## config.mk

```make
export PLATFORM = sky130hd
export DESIGN_NAME = l8_buf_ctrl
export DESIGN_NICKNAME = d
export VERILOG_FILES = /design/src/rtl/l8_pkg.sv /design/src/rtl/l8_buf_ctrl_skid.sv /design/src/rtl/l8_buf_ctrl.sv
export SDC_FILE = /design/constraint.sdc
export NUM_CORES = 1
export LEC_CHECK = 0
export BUFFER_PORTS_ARGS = -buffer_cell sky130_fd_sc_hd__buf_2
export CAP_MARGIN = 15
export CORE_AREA = 2 2 405 407
export DETAILED_ROUTE_END_ITERATION = 7
export DIE_AREA = 0 0 407 409
export GPL_TIMING_DRIVEN = 0
export HOLD_SLACK_MARGIN = 0.05
export PLACE_DENSITY = 0.47
export SLEW_MARGIN = 20
export SYNTH_ARGS = -nofsm -noshare
export SYNTH_HDL_FRONTEND = slang
export SYNTH_SLANG_ARGS = --single-unit
```

## constraint.sdc

```tcl
create_clock -name clk -period 2.3 [get_ports clk]
set_input_delay 0.345 -clock clk [delete_from_list [all_inputs] [get_ports clk]]
set_output_delay 0.345 -clock clk [all_outputs]
set_load 0.1 [all_outputs]
```

## src/rtl/l8_pkg.sv

```systemverilog
// l8_pkg: types and constants shared by the layer-8 buffer controller and the layer-8 bank.
package l8_pkg;

    localparam int L8_LANE_WIDTH = 16;
    localparam int L8_LANES      = 16;
    localparam int L8_ADDR_WIDTH = 10;
    localparam int L8_DEPTH      = 1024;

    typedef enum logic [1:0] {
        FILL  = 2'd0,
        DRAIN = 2'd1,
        FLUSH = 2'd2
    } l8_state_e;

endpackage

```

## src/rtl/l8_buf_ctrl_skid.sv

```systemverilog
// l8_skid_buf: two-entry valid/ready buffer; the head entry is the registered output stage.
module l8_skid_buf #(
    parameter int W = 257
) (
    input  logic         clk,
    input  logic         rst_n,
    input  logic         push,
    input  logic [W-1:0] push_data,
    output logic         out_valid,
    input  logic         out_ready,
    output logic [W-1:0] out_payload,
    output logic [1:0]   count
);
    logic         head_v, spare_v;
    logic [W-1:0] head, spare;
    logic         pop;

    assign pop         = head_v && out_ready;
    assign out_valid   = head_v;
    assign out_payload = head;
    assign count       = {head_v && spare_v, head_v ^ spare_v};

    // Head refills from the spare slot first so ordering is preserved; pushes never
    // arrive into a full buffer because the caller only issues reads against free credit.
    always_ff @(posedge clk or negedge rst_n) begin
        if (!rst_n) begin
            head_v  <= 1'b0;
            spare_v <= 1'b0;
            head    <= '0;
            spare   <= '0;
        end else if (!head_v || pop) begin
            if (spare_v) begin
                head    <= spare;
                head_v  <= 1'b1;
                spare_v <= push;
                if (push) begin
                    spare <= push_data;
                end
            end else begin
                head_v <= push;
                if (push) begin
                    head <= push_data;
                end
            end
        end else if (push) begin
            spare_v <= 1'b1;
            spare   <= push_data;
        end
    end

endmodule

```

## src/rtl/l8_buf_ctrl.sv

```systemverilog
// l8_buf_ctrl: writes one frame of vectors into the layer-8 bank, then reads it back in order to layer 9.
// Build option: define L8_RELU_EN to clamp negative lanes to zero on the write path.
module l8_buf_ctrl
    import l8_pkg::*;
#(
    parameter int M          = L8_LANES,
    parameter int DATA_WIDTH = L8_LANE_WIDTH,
    parameter int ADDR_WIDTH = L8_ADDR_WIDTH,
    parameter int DEPTH      = L8_DEPTH
) (
    input  logic                    clk,
    input  logic                    rst_n,
    input  logic                    in_valid,
    output logic                    in_ready,
    input  logic [M*DATA_WIDTH-1:0] in_data,
    output logic                    mem_wr,
    output logic [ADDR_WIDTH-1:0]   mem_addr1,
    output logic [M*DATA_WIDTH-1:0] mem_q,
    output logic [ADDR_WIDTH-1:0]   mem_addr2,
    input  logic [M*DATA_WIDTH-1:0] mem_out,
    output logic                    out_valid,
    input  logic                    out_ready,
    output logic [M*DATA_WIDTH-1:0] out_data,
    output logic                    out_last,
    output logic                    frame_done
);
    localparam int VW = M * DATA_WIDTH;
    localparam logic [ADDR_WIDTH-1:0] LAST_ADDR = ADDR_WIDTH'(DEPTH - 1);

    if (DEPTH < 2 || DEPTH > (2 ** ADDR_WIDTH)) begin : g_depth_check
        $error("l8_buf_ctrl: DEPTH out of range for ADDR_WIDTH");
    end

    l8_state_e             state, state_next;
    logic [ADDR_WIDTH-1:0] wcnt, rcnt;
    logic                  in_hs, out_hs, rd_issue;
    logic                  rd_pend, rd_pend_last;
    logic [1:0]            skid_count;
    logic [VW-1:0]         wr_data;
    logic [VW:0]           skid_payload;

    assign in_hs     = in_valid && in_ready;
    assign out_hs    = out_valid && out_ready;
    assign mem_addr2 = rcnt;
    assign out_data  = skid_payload[VW-1:0];
    assign out_last  = skid_payload[VW];

    always_ff @(posedge clk or negedge rst_n) begin
        if (!rst_n) begin
            state <= FILL;
        end else begin
            state <= state_next;
        end
    end

    // A read may issue only if the skid buffer still has room once this cycle's
    // pop and the read already in flight in the bank are accounted for.
    always_comb begin
        state_next = state;
        in_ready   = 1'b0;
        rd_issue   = 1'b0;
        unique case (state)
            FILL: begin
                in_ready = 1'b1;
                if (in_valid && wcnt == LAST_ADDR) begin
                    state_next = DRAIN;
                end
            end
            DRAIN: begin
                rd_issue = ({1'b0, skid_count} + {2'b00, rd_pend}) < (3'd2 + {2'b00, out_hs});
                if (rd_issue && rcnt == LAST_ADDR) begin
                    state_next = FLUSH;
                end
            end
            FLUSH: begin
                if (out_hs && out_last) begin
                    state_next = FILL;
                end
            end
            default: state_next = FILL;
        endcase
    end

    always_comb begin
        wr_data = in_data;
`ifdef L8_RELU_EN
        for (int i = 0; i < M; i++) begin
            if (in_data[i*DATA_WIDTH + DATA_WIDTH - 1]) begin
                wr_data[i*DATA_WIDTH +: DATA_WIDTH] = '0;
            end
        end
`endif
    end

    // Both counters return to zero right after their final use, so they are
    // already clear when the frame ends and never step past DEPTH-1.
    always_ff @(posedge clk or negedge rst_n) begin
        if (!rst_n) begin
            wcnt <= '0;
            rcnt <= '0;
        end else begin
            if (in_hs) begin
                wcnt <= (wcnt == LAST_ADDR) ? '0 : wcnt + 1'b1;
            end
            if (rd_issue) begin
                rcnt <= (rcnt == LAST_ADDR) ? '0 : rcnt + 1'b1;
            end
        end
    end

    always_ff @(posedge clk or negedge rst_n) begin
        if (!rst_n) begin
            mem_wr    <= 1'b0;
            mem_addr1 <= '0;
            mem_q     <= '0;
        end else begin
            mem_wr <= in_hs;
            if (in_hs) begin
                mem_addr1 <= wcnt;
                mem_q     <= wr_data;
            end
        end
    end

    // Tracks the one-cycle bank read so its data and last flag meet the skid buffer.
    always_ff @(posedge clk or negedge rst_n) begin
        if (!rst_n) begin
            rd_pend      <= 1'b0;
            rd_pend_last <= 1'b0;
            frame_done   <= 1'b0;
        end else begin
            rd_pend      <= rd_issue;
            rd_pend_last <= rd_issue && (rcnt == LAST_ADDR);
            frame_done   <= out_hs && out_last;
        end
    end

    l8_skid_buf #(
        .W(VW + 1)
    ) u_skid (
        .clk        (clk),
        .rst_n      (rst_n),
        .push       (rd_pend),
        .push_data  ({rd_pend_last, mem_out}),
        .out_valid  (out_valid),
        .out_ready  (out_ready),
        .out_payload(skid_payload),
        .count      (skid_count)
    );

endmodule

```

==> impl_summary.txt, run 1 <==
----------------------------------------------------
[Yosys]
  Simple-gate portion of the synthesized area ... between 10% and 20%
  Post-synth EDFFs ... 0
  Seq cells post-synth ... 808
  Post-synthesis cell type with the largest combined area ... sky130_fd_sc_hd__dfrtp_1
  Synth async-reset ratio ... 100%
  Portion of the post-synthesis area used by sequential elements ... 60.1%
  Commonest cells in the synthesized netlist ... 810 x sky130_fd_sc_hd__nand2_1, 808 x sky130_fd_sc_hd__dfrtp_1, 265 x sky130_fd_sc_hd__nor2_1
  Synth Area in Adders ... 0.275%
  Distinct cells, synth ... 50
  Area fraction of the dominant cell type after synthesis ... around 60%
  Synth Area in XOR/XNOR ... 0.286%
  Post-Syn Area ... 0.0336 mm2
  Leading cell types by total area after synthesis ... sky130_fd_sc_hd__dfrtp_1 60%, sky130_fd_sc_hd__nand2_1 9.0%, sky130_fd_sc_hd__mux2_4 8.9%
  Most repeated cell in the gate-level netlist after synthesis ... sky130_fd_sc_hd__nand2_1
  Yosys warnings ... 0
  Compound-gate portion of the synthesized area ... 4.21%
  Post-Synthesis Mean Instance Area ... 11.6 um2
  Mapped Nets ... roughly 3,400
  Multiplexer fraction of the synthesized cell area ... between 10% and 20%
  Gate count of the mapped netlist ... ~2,900
  Largest family of logic cells by synthesized area ... multiplexers
  Primary flip-flop cell chosen by synthesis mapping ... sky130_fd_sc_hd__dfrtp_1

[Drt]
  Via count ... 27,638
  Via-per-instance ratio ... 4.03
  Post-DR wirelength/cell ... between 20 and 25 um
  First-pass iteration count of the detailed router ... 5
  Detailed-route DRC error count ... 0
  Detailed Route Iter0 Violations ... 1,557
  Total detailed-routing wirelength ... 142 mm
  Antenna-violating nets left ... 0

[Power]
  Comb power frac ... 26.3%
  Power density of the placed cells ... about 850 mW/mm2
  Share of power burned in the clock network ... 37.2%
  Static leakage ... between 20 and 30 nW
  Sw Share ... 38.1%
  Switching power ... 16.5 mW
  Maximum ir drop on the vdd rail ... 0.579 mV
  Register share of total power ... 36.5%
  Internal portion of total power ... 26.8 mW

[Run status]
  Violated checks ... hold timing
  Status ... finished, violations left

[Layout]
  Share of cells above drive strength 1 ... 35.2%
  Layout filler cell count ... 16,791
  # nets final ... between 5,000 and 6,000
  Non-filler instance count after layout ... 6,866
  Fin area ... 0.0507 mm2
  Synthesis-to-layout area growth ... 50.8%

[STA]
  Final setup violation count ... 0
  Max-slew violation total from the final report ... 0
  RSZ-0062 raised after global routing ... false
  Final-report hold violation count ... 16
  Max Freq ... between 400 and 500 MHz
  Slew Limit Headroom ... 53.0%
  Final hold slack ... -0.0217 ns
  Transition time of the tightest slew-check pin ... 0.704 ns
  Skew final ... 0.0352 ns
  Time the final worst path needs with I/O delays and setup ... approximately 2.2 ns
  Final critical-path share of the clock period ... a little over nine tenths
  Total negative setup slack ... 0 ns

[Floorplanning]
  Die W ... slightly above 400 um
  Effective utilization at floorplan ... 20.8%
  Ports ... roughly 1,100
  Vertical extent of the die ... 409 um
  Die Area ... 0.166 mm2
  Std cell rows ... roughly 150
  Total core area ... around 0.16 mm2

[Critical path]
  R2r setup slk ... about 0.13 ns
  Launch instance of the worst register-to-register path ... u_skid.spare_v$_DFFE_PN0P_
  Endpoint type of the worst setup path ... flop
  Critical path required time ... 2.87 ns
  Kind of start point of the critical path ... flop
  FF-to-FF End ... u_skid.out_payload[110]$_DFFE_PN0P_
  Arrival time of the worst setup path ... 2.74 ns
  Worst setup path class ... flop to flop
  Reg2Reg Depth ... 5
  Crit Path Max Fanout ... 10

[Global route]
  Pin count of the biggest net entering global routing ... 127
  First-pass GRT wire length ... 202 mm
  Gr usage total ... 16.6%
  Via count of the first global-routing pass ... 29,379
  Total global routing overflow ... 0
  Number of antenna violations at the first check in global routing ... 21

[Clock network]
  H-tree depth ... 3
  Clock-pin transition on the worst setup and hold timing paths ... 0.06 ns
  CTS tree ... built
  Master cell of the clock root buffer ... sky130_fd_sc_hd__clkbuf_16
  Number of CTS-inserted buffers ... 99
  TritonCTS sink count ... 808
  Worst-Skew Late Latency ... 0.71 ns
  Maximum clock insertion buffer count ... 3

[Placement]
  Post-Place Cell Area ... 0.0418 mm2
  Routability cong. ... 0.962
  Number of placed instances, taps included ... 6,140
  Number of I/O port buffers ... approximately 1,100
  HPWL after detailed placement ... 107 mm

[Worst hold path]
  HP Class ... input port to asynchronous set/reset pin

[Run]
  Max-Cap Viols ... 0

----------------------------------------------------
==> flip-flops by register name, summed over array words and instances (netlist names) <==
register            cells
frame_done              1
u_skid.spare_v          1
rd_pend                 1
mem_addr2              10
u_skid.out_valid        1
state                   2
rd_pend_last            1
u_skid.spare          257
mem_wr                  1
wcnt                   10
mem_addr1              10
mem_q                 256
u_skid.out_payload    257
==> metrics by stage <==
step	power, mW	hold WS (ns)	setup WS [ns]	util, %
2_1_floorplan	23.7	0.0494	0.0702	-
3_3_place_gp	26.5	0.453	-19.75	25.7
3_5_place_dp	26.6	0.220	-0.920	25.8
4_1_cts	43.8	-0.0638	0.00335	31.2
5_1_grt	44.9	-0.00601	0.0182	31.3
6_report	43.2	-0.0217	0.128	31.3
==> power by group through the flow <==
stage	Sequential, mW	Clock (mW)	Combinational (mW)
after floorplan	22.5	0	1.20
after global placement	16.0	0	10.5
after detailed placement	16.0	0	10.6
after CTS	15.8	16.6	11.4
after global routing	15.9	17.2	11.8
final	15.8	16.1	11.4
==> worst max-delay path, cell delays in order, from the launching register on <==
cell and delay, ns:
sky130_fd_sc_hd__dfrtp_1 0.41, sky130_fd_sc_hd__clkbuf_4 0.27, sky130_fd_sc_hd__buf_2 0.35, sky130_fd_sc_hd__buf_4 0.33, sky130_fd_sc_hd__mux2i_1 0.52, sky130_fd_sc_hd__a21oi_1 0.14
==> how the worst max path moves through the flow <==
stage                                  from                                   to  slack (ns)  cells after the start
2_1_floorplan  u_skid.out_valid$_DFFE_PN0N_             mem_addr2[8]$_DFFE_PN0P_        0.07                      8
6_report         u_skid.spare_v$_DFFE_PN0P_  u_skid.out_payload[110]$_DFFE_PN0P_        0.13                      5
3_3_place_gp                          rst_n         u_skid.out_valid$_DFFE_PN0N_      -19.75                      1
5_1_grt          u_skid.spare_v$_DFFE_PN0P_  u_skid.out_payload[110]$_DFFE_PN0P_        0.02                      5
4_1_cts          u_skid.spare_v$_DFFE_PN0P_   u_skid.out_payload[35]$_DFFE_PN0P_       0.003                      7
3_5_place_dp     u_skid.spare_v$_DFFE_PN0P_   u_skid.out_payload[14]$_DFFE_PN0P_       -0.92                      7
==> logic make-up (layout without fill, tap and decap cells) <==
logic type                 count (synthesis)  count (layout)
AOI/OAI and AO/OA                        275             275
xor gates and xnor gates                  11              11
adders and majority gates                  7               7
buffers and inverters                    182            1951
DFF                                      808             808
muxes                                    516             516
other                                      0              16
and+or+nand+nor                         1107            1107
==> what timing repair did <==
item,4_1_cts,5_1_grt
pin swaps,1,0
endpoints found under the hold margin,1033,117
gates resized for setup,22,5
cloned,0,1
setup buffers,3,0
endpoints found under the setup margin,358,153
hold buffers,521,5
==> placed cells by master, fill, tap and decap left out, types with 5 or more instances in the layout <==
cell type / n
sky130_fd_sc_hd__a21oi_1: 262
sky130_fd_sc_hd__buf_12: 28
sky130_fd_sc_hd__buf_16: 12
sky130_fd_sc_hd__buf_2: 1150
sky130_fd_sc_hd__buf_4: 36
sky130_fd_sc_hd__clkbuf_1: 22
sky130_fd_sc_hd__clkbuf_16: 101
sky130_fd_sc_hd__clkbuf_8: 30
sky130_fd_sc_hd__clkinv_2: 17
sky130_fd_sc_hd__dfrtp_1: 807
sky130_fd_sc_hd__diode_2: 16
sky130_fd_sc_hd__dlygate4sd3_1: 517
sky130_fd_sc_hd__ha_1: 5
sky130_fd_sc_hd__inv_1: 6
sky130_fd_sc_hd__mux2_1: 30
sky130_fd_sc_hd__mux2_2: 28
sky130_fd_sc_hd__mux2_4: 200
sky130_fd_sc_hd__mux2i_1: 256
sky130_fd_sc_hd__nand2_1: 808
sky130_fd_sc_hd__nand3_1: 7
sky130_fd_sc_hd__nor2_1: 265
sky130_fd_sc_hd__xnor2_1: 8
==> final cells by class <==
| type | count | area, um2 | share of cell area, % |
|---|---|---|---|
| Sequential cell | 808 | 20200 | 39.8 |
| Inverter | 7 | 26.3 | 0.0518 |
| Buffer | 175 | 1360 | 2.67 |
| Clock buffer | 149 | 2990 | 5.89 |
| Multi-Input combinational cell | 1916 | 12100 | 23.9 |
| Tap cell | 2175 | 2720 | 5.36 |
| Timing Repair Buffer | 1589 | 10900 | 21.5 |
| Clock inverter | 31 | 345 | 0.681 |
| Antenna cell | 16 | 40.0 | 0.0789 |
==> per-layer routing <==
layer,share of wire (%),global-route usage [%]
met5,0,0
met4,3.7,6.63
met3,7.1,4.70
met2,48,27.5
met1,42,20.2
Note: power is estimated with default switching activity, not from simulation.
==> inputs of run 2 (changes only) <==
--- a/config.mk
+++ b/config.mk
@@ -7,13 +7,14 @@
 export LEC_CHECK = 0
 export BUFFER_PORTS_ARGS = -buffer_cell sky130_fd_sc_hd__buf_2
 export CAP_MARGIN = 15
-export CORE_AREA = 2 2 405 407
+export CORE_AREA = 2 2 414 416
 export DETAILED_ROUTE_END_ITERATION = 7
-export DIE_AREA = 0 0 407 409
+export DIE_AREA = 0 0 416 418
 export GPL_TIMING_DRIVEN = 0
 export HOLD_SLACK_MARGIN = 0.05
-export PLACE_DENSITY = 0.47
+export PLACE_DENSITY = 0.46
 export SLEW_MARGIN = 20
 export SYNTH_ARGS = -nofsm -noshare
 export SYNTH_HDL_FRONTEND = slang
+export SYNTH_HIERARCHICAL = 1
 export SYNTH_SLANG_ARGS = --single-unit
==> impl_summary.txt, run 2 <==
----------------------------------------------------
[Yosys]
  Seq cells post-synth ... 808
  Post-Synthesis Mean Instance Area ... 11.3 um2
  Portion of the post-synthesis area used by sequential elements ... 61.0%
  Area fraction of the dominant cell type after synthesis ... ~61%
  Compound-gate portion of the synthesized area ... 8.17%
  Synth Area in XOR/XNOR ... 0.291%
  Post-synthesis cell type with the largest combined area ... sky130_fd_sc_hd__dfrtp_1
  Primary flip-flop cell chosen by synthesis mapping ... sky130_fd_sc_hd__dfrtp_1
  Simple-gate portion of the synthesized area ... 10.0%
  Most repeated cell in the gate-level netlist after synthesis ... sky130_fd_sc_hd__dfrtp_1
  Multiplexer fraction of the synthesized cell area ... about 17%
  Yosys warnings ... 6
  Mapped Nets ... 3,451
  Commonest cells in the synthesized netlist ... 808 x sky130_fd_sc_hd__dfrtp_1, 806 x sky130_fd_sc_hd__nand2_1, 267 x sky130_fd_sc_hd__o21ai_0
  Synth async-reset ratio ... 100%
  Distinct cells, synth ... 47
  Largest family of logic cells by synthesized area ... multiplexers
  Post-synth EDFFs ... 0
  Gate count of the mapped netlist ... ~2,900
  Post-Syn Area ... ~0.033 mm2
  Leading cell types by total area after synthesis ... sky130_fd_sc_hd__dfrtp_1 61%, sky130_fd_sc_hd__nand2_1 9.1%, sky130_fd_sc_hd__mux2_1 7.8%
  Synth Area in Adders ... 0.219%

[Critical path]
  R2r setup slk ... 0.09 ns
  Arrival time of the worst setup path ... ~2.8 ns
  Kind of start point of the critical path ... flop
  Critical path required time ... 2.88 ns
  Crit Path Max Fanout ... 8
  Endpoint type of the worst setup path ... flop
  Launch instance of the worst register-to-register path ... u_skid/out_valid$_DFFE_PN0P_
  Worst setup path class ... flop to flop
  FF-to-FF End ... mem_addr2[9]$_DFFE_PN0P_
  Reg2Reg Depth ... 6

[Layout]
  Non-filler instance count after layout ... 6,926
  Layout filler cell count ... ~18,000
  Post-layout utilization of the core ... between 20% and 30%
  Leading cell type in the layout, fill and taps excluded ... sky130_fd_sc_hd__buf_2
  Synthesis-to-layout area growth ... 51.2%
  Highest-count cells in the layout ignoring fill and taps ... 1,113 x sky130_fd_sc_hd__buf_2, 807 x sky130_fd_sc_hd__dfrtp_1, 806 x sky130_fd_sc_hd__nand2_1
  Combined area of the multi-input logic cells ... between 0.01 and 0.015 mm2
  Sequential cell area ... 0.0202 mm2
  # nets final ... 5,129
  Share of cells above drive strength 1 ... 29.9%

[Clock network]
  Clock-pin transition on the worst setup and hold timing paths ... ~0.060 ns
  H-tree depth ... 3
  Number of CTS-inserted buffers ... 98
  Maximum clock insertion buffer count ... 3
  CTS tree ... built
  Master cell of the clock root buffer ... sky130_fd_sc_hd__clkbuf_16
  TritonCTS sink count ... just over 800
  Worst-Skew Late Latency ... 0.73 ns

[Global route]
  Pin count of the biggest net entering global routing ... 123
  First-pass GRT wire length ... approximately 230 mm
  Gr usage total ... 18.6%
  Via count of the first global-routing pass ... around 30,000
  Number of antenna violations at the first check in global routing ... 47
  Total global routing overflow ... 0

[STA]
  Final hold slack ... -0.467 ns
  Final setup violation count ... 0
  Final critical-path share of the clock period ... a little over nine tenths
  Total negative setup slack ... 0 ns
  Max Freq ... 452 MHz
  Time the final worst path needs with I/O delays and setup ... 2.21 ns
  Slew Limit Headroom ... 35.9%
  Transition time of the tightest slew-check pin ... slightly below 1 ns
  RSZ-0062 raised after global routing ... false
  Skew final ... 0.0295 ns
  Max-slew violation total from the final report ... 0
  Final-report hold violation count ... 128

[Power]
  Internal portion of total power ... around 28 mW
  Maximum ir drop on the vdd rail ... 0.554 mV
  Switching power ... 18.4 mW
  Share of power burned in the clock network ... a little over a third
  Sw Share ... 39.8%
  Comb power frac ... 28.7%
  Register share of total power ... 35.3%
  Tot Pwr ... between 40 and 50 mW
  Power density of the placed cells ... just over 900 mW/mm2
  Static leakage ... 24.2 nW

[Floorplanning]
  Die W ... 416 um
  Ports ... 1,053
  Die Area ... 0.174 mm2
  Std cell rows ... 151
  Effective utilization at floorplan ... 19.6%
  Vertical extent of the die ... 418 um
  Total core area ... between 0.15 and 0.2 mm2

[Run]
  Max-Cap Viols ... 0

[Run status]
  Status ... finished, violations left
  Violated checks ... hold timing

[Drt]
  Post-DR wirelength/cell ... 24.0 um
  Total detailed-routing wirelength ... approximately 170 mm
  Detailed-route DRC error count ... 0
  Via count ... 29,332
  Via-per-instance ratio ... 4.24
  Detailed Route Iter0 Violations ... 1,739
  Antenna-violating nets left ... 0
  First-pass iteration count of the detailed router ... 6

[Placement]
  Number of I/O port buffers ... 1,052
  HPWL after detailed placement ... between 100 and 150 mm
  Number of placed instances, taps included ... 6,207
  Routability cong. ... approximately 0.93

[Worst hold path]
  HP Class ... input port to asynchronous set/reset pin

----------------------------------------------------
==> run 2: cell count changes in the layout (fill, tap and decap cells not counted), sizes merged, moves of 3 or more <==
cell | previous run | this run
inv | 13 | 10
or2 | 0 | 3
a21oi | 262 | 3
clkbuf | 158 | 222
buf | 1238 | 1186
bufinv | 4 | 9
nor2 | 267 | 11
clkinv | 19 | 22
o21ai | 3 | 518
nand2 | 810 | 807
==> run 2: worst max path at each step <==
stage	from	endpoint	cells past startpoint
floorplan	u_skid/out_valid$_DFFE_PN0P_	mem_addr2[9]$_DFFE_PN0P_	6
global placement	rst_n	u_skid/out_valid$_DFFE_PN0P_	1
detailed placement	u_skid/out_valid$_DFFE_PN0P_	u_skid/out_payload[49]$_DFFE_PN0P_	6
CTS	u_skid/out_valid$_DFFE_PN0P_	mem_addr2[9]$_DFFE_PN0P_	6
global route	u_skid/out_valid$_DFFE_PN0P_	u_skid/out_payload[236]$_DFFE_PN0P_	6
finish	u_skid/out_valid$_DFFE_PN0P_	mem_addr2[9]$_DFFE_PN0P_	6
==> run 2: power by group through the flow <==
stage	sequential [mW]	combinational (mW)	clock, mW
3_3_place_gp	16.5	12.4	0
3_5_place_dp	16.5	12.5	0
2_1_floorplan	24.2	1.31	0
6_report	16.3	13.3	16.6
4_1_cts	16.3	13.4	17.1
5_1_grt	16.5	13.8	17.7
==> run 2: area by class of cell <==
type / count / share of cell area [%]
clock inverter: 38 / 0.894
inverter: 4 / 0.0449
timing repair buffer: 1578 / 21.3
multi-input combinational: 1916 / 23.4
antenna: 18 / 0.0899
tap: 2218 / 5.54
clock buffer: 144 / 5.92
buffer: 202 / 2.50
sequential: 808 / 40.3
==> run 2: metrics by stage <==
| stage | cell area [um2] | setup WS, ns |
|---|---|---|
| finish | 50100 | 0.0878 |
| global route | 50100 | 0.00266 |
| CTS | 50000 | 0.00788 |
| detailed placement | 41400 | -0.424 |
| global placement | 41200 | -21.33 |
| floorplan | 33200 | 0.00181 |
==> run 2: logic make-up (layout without fill, tap and decap cells) <==
logic type | Yosys count | after routing
and+or+nand+nor | 853 | 853
DFF | 808 | 808
AOI/OAI and AO/OA | 531 | 531
muxes | 515 | 515
buffers and inverters | 206 | 1966
xor gates and xnor gates | 11 | 11
adders and majority gates | 6 | 6
other | 0 | 18
==> run 2: worst max-delay path, stage by stage (launching register included) <==
cell	delay (ns)
sky130_fd_sc_hd__dfrtp_4	0.51
sky130_fd_sc_hd__ha_4	0.24
sky130_fd_sc_hd__ha_1	0.17
sky130_fd_sc_hd__ha_1	0.30
sky130_fd_sc_hd__a211o_4	0.43
sky130_fd_sc_hd__a2111oi_2	0.36
sky130_fd_sc_hd__nor2_1	0.08
==> run 2: layer usage <==
layer  routed length (um)  global-route usage (%)  part of all wire (%)  vias to the layer above
li1                     -                       -                     -                    13330
met1                69400                    23.2                    42                    14762
met2                77700                    29.9                    47                      942
met3                13200                    6.19                   8.0                      288
met4                 5780                    6.81                   3.5                       10
met5                   69                       0                 0.042                        -
==> run 2: what timing repair did <==
action | 4_1_cts | 5_1_grt
buffers inserted | 0 | 2
resized for setup | 9 | 8
hold endpoints to repair | 979 | 144
setup endpoints to repair | 132 | 89
hold buffers | 514 | 3
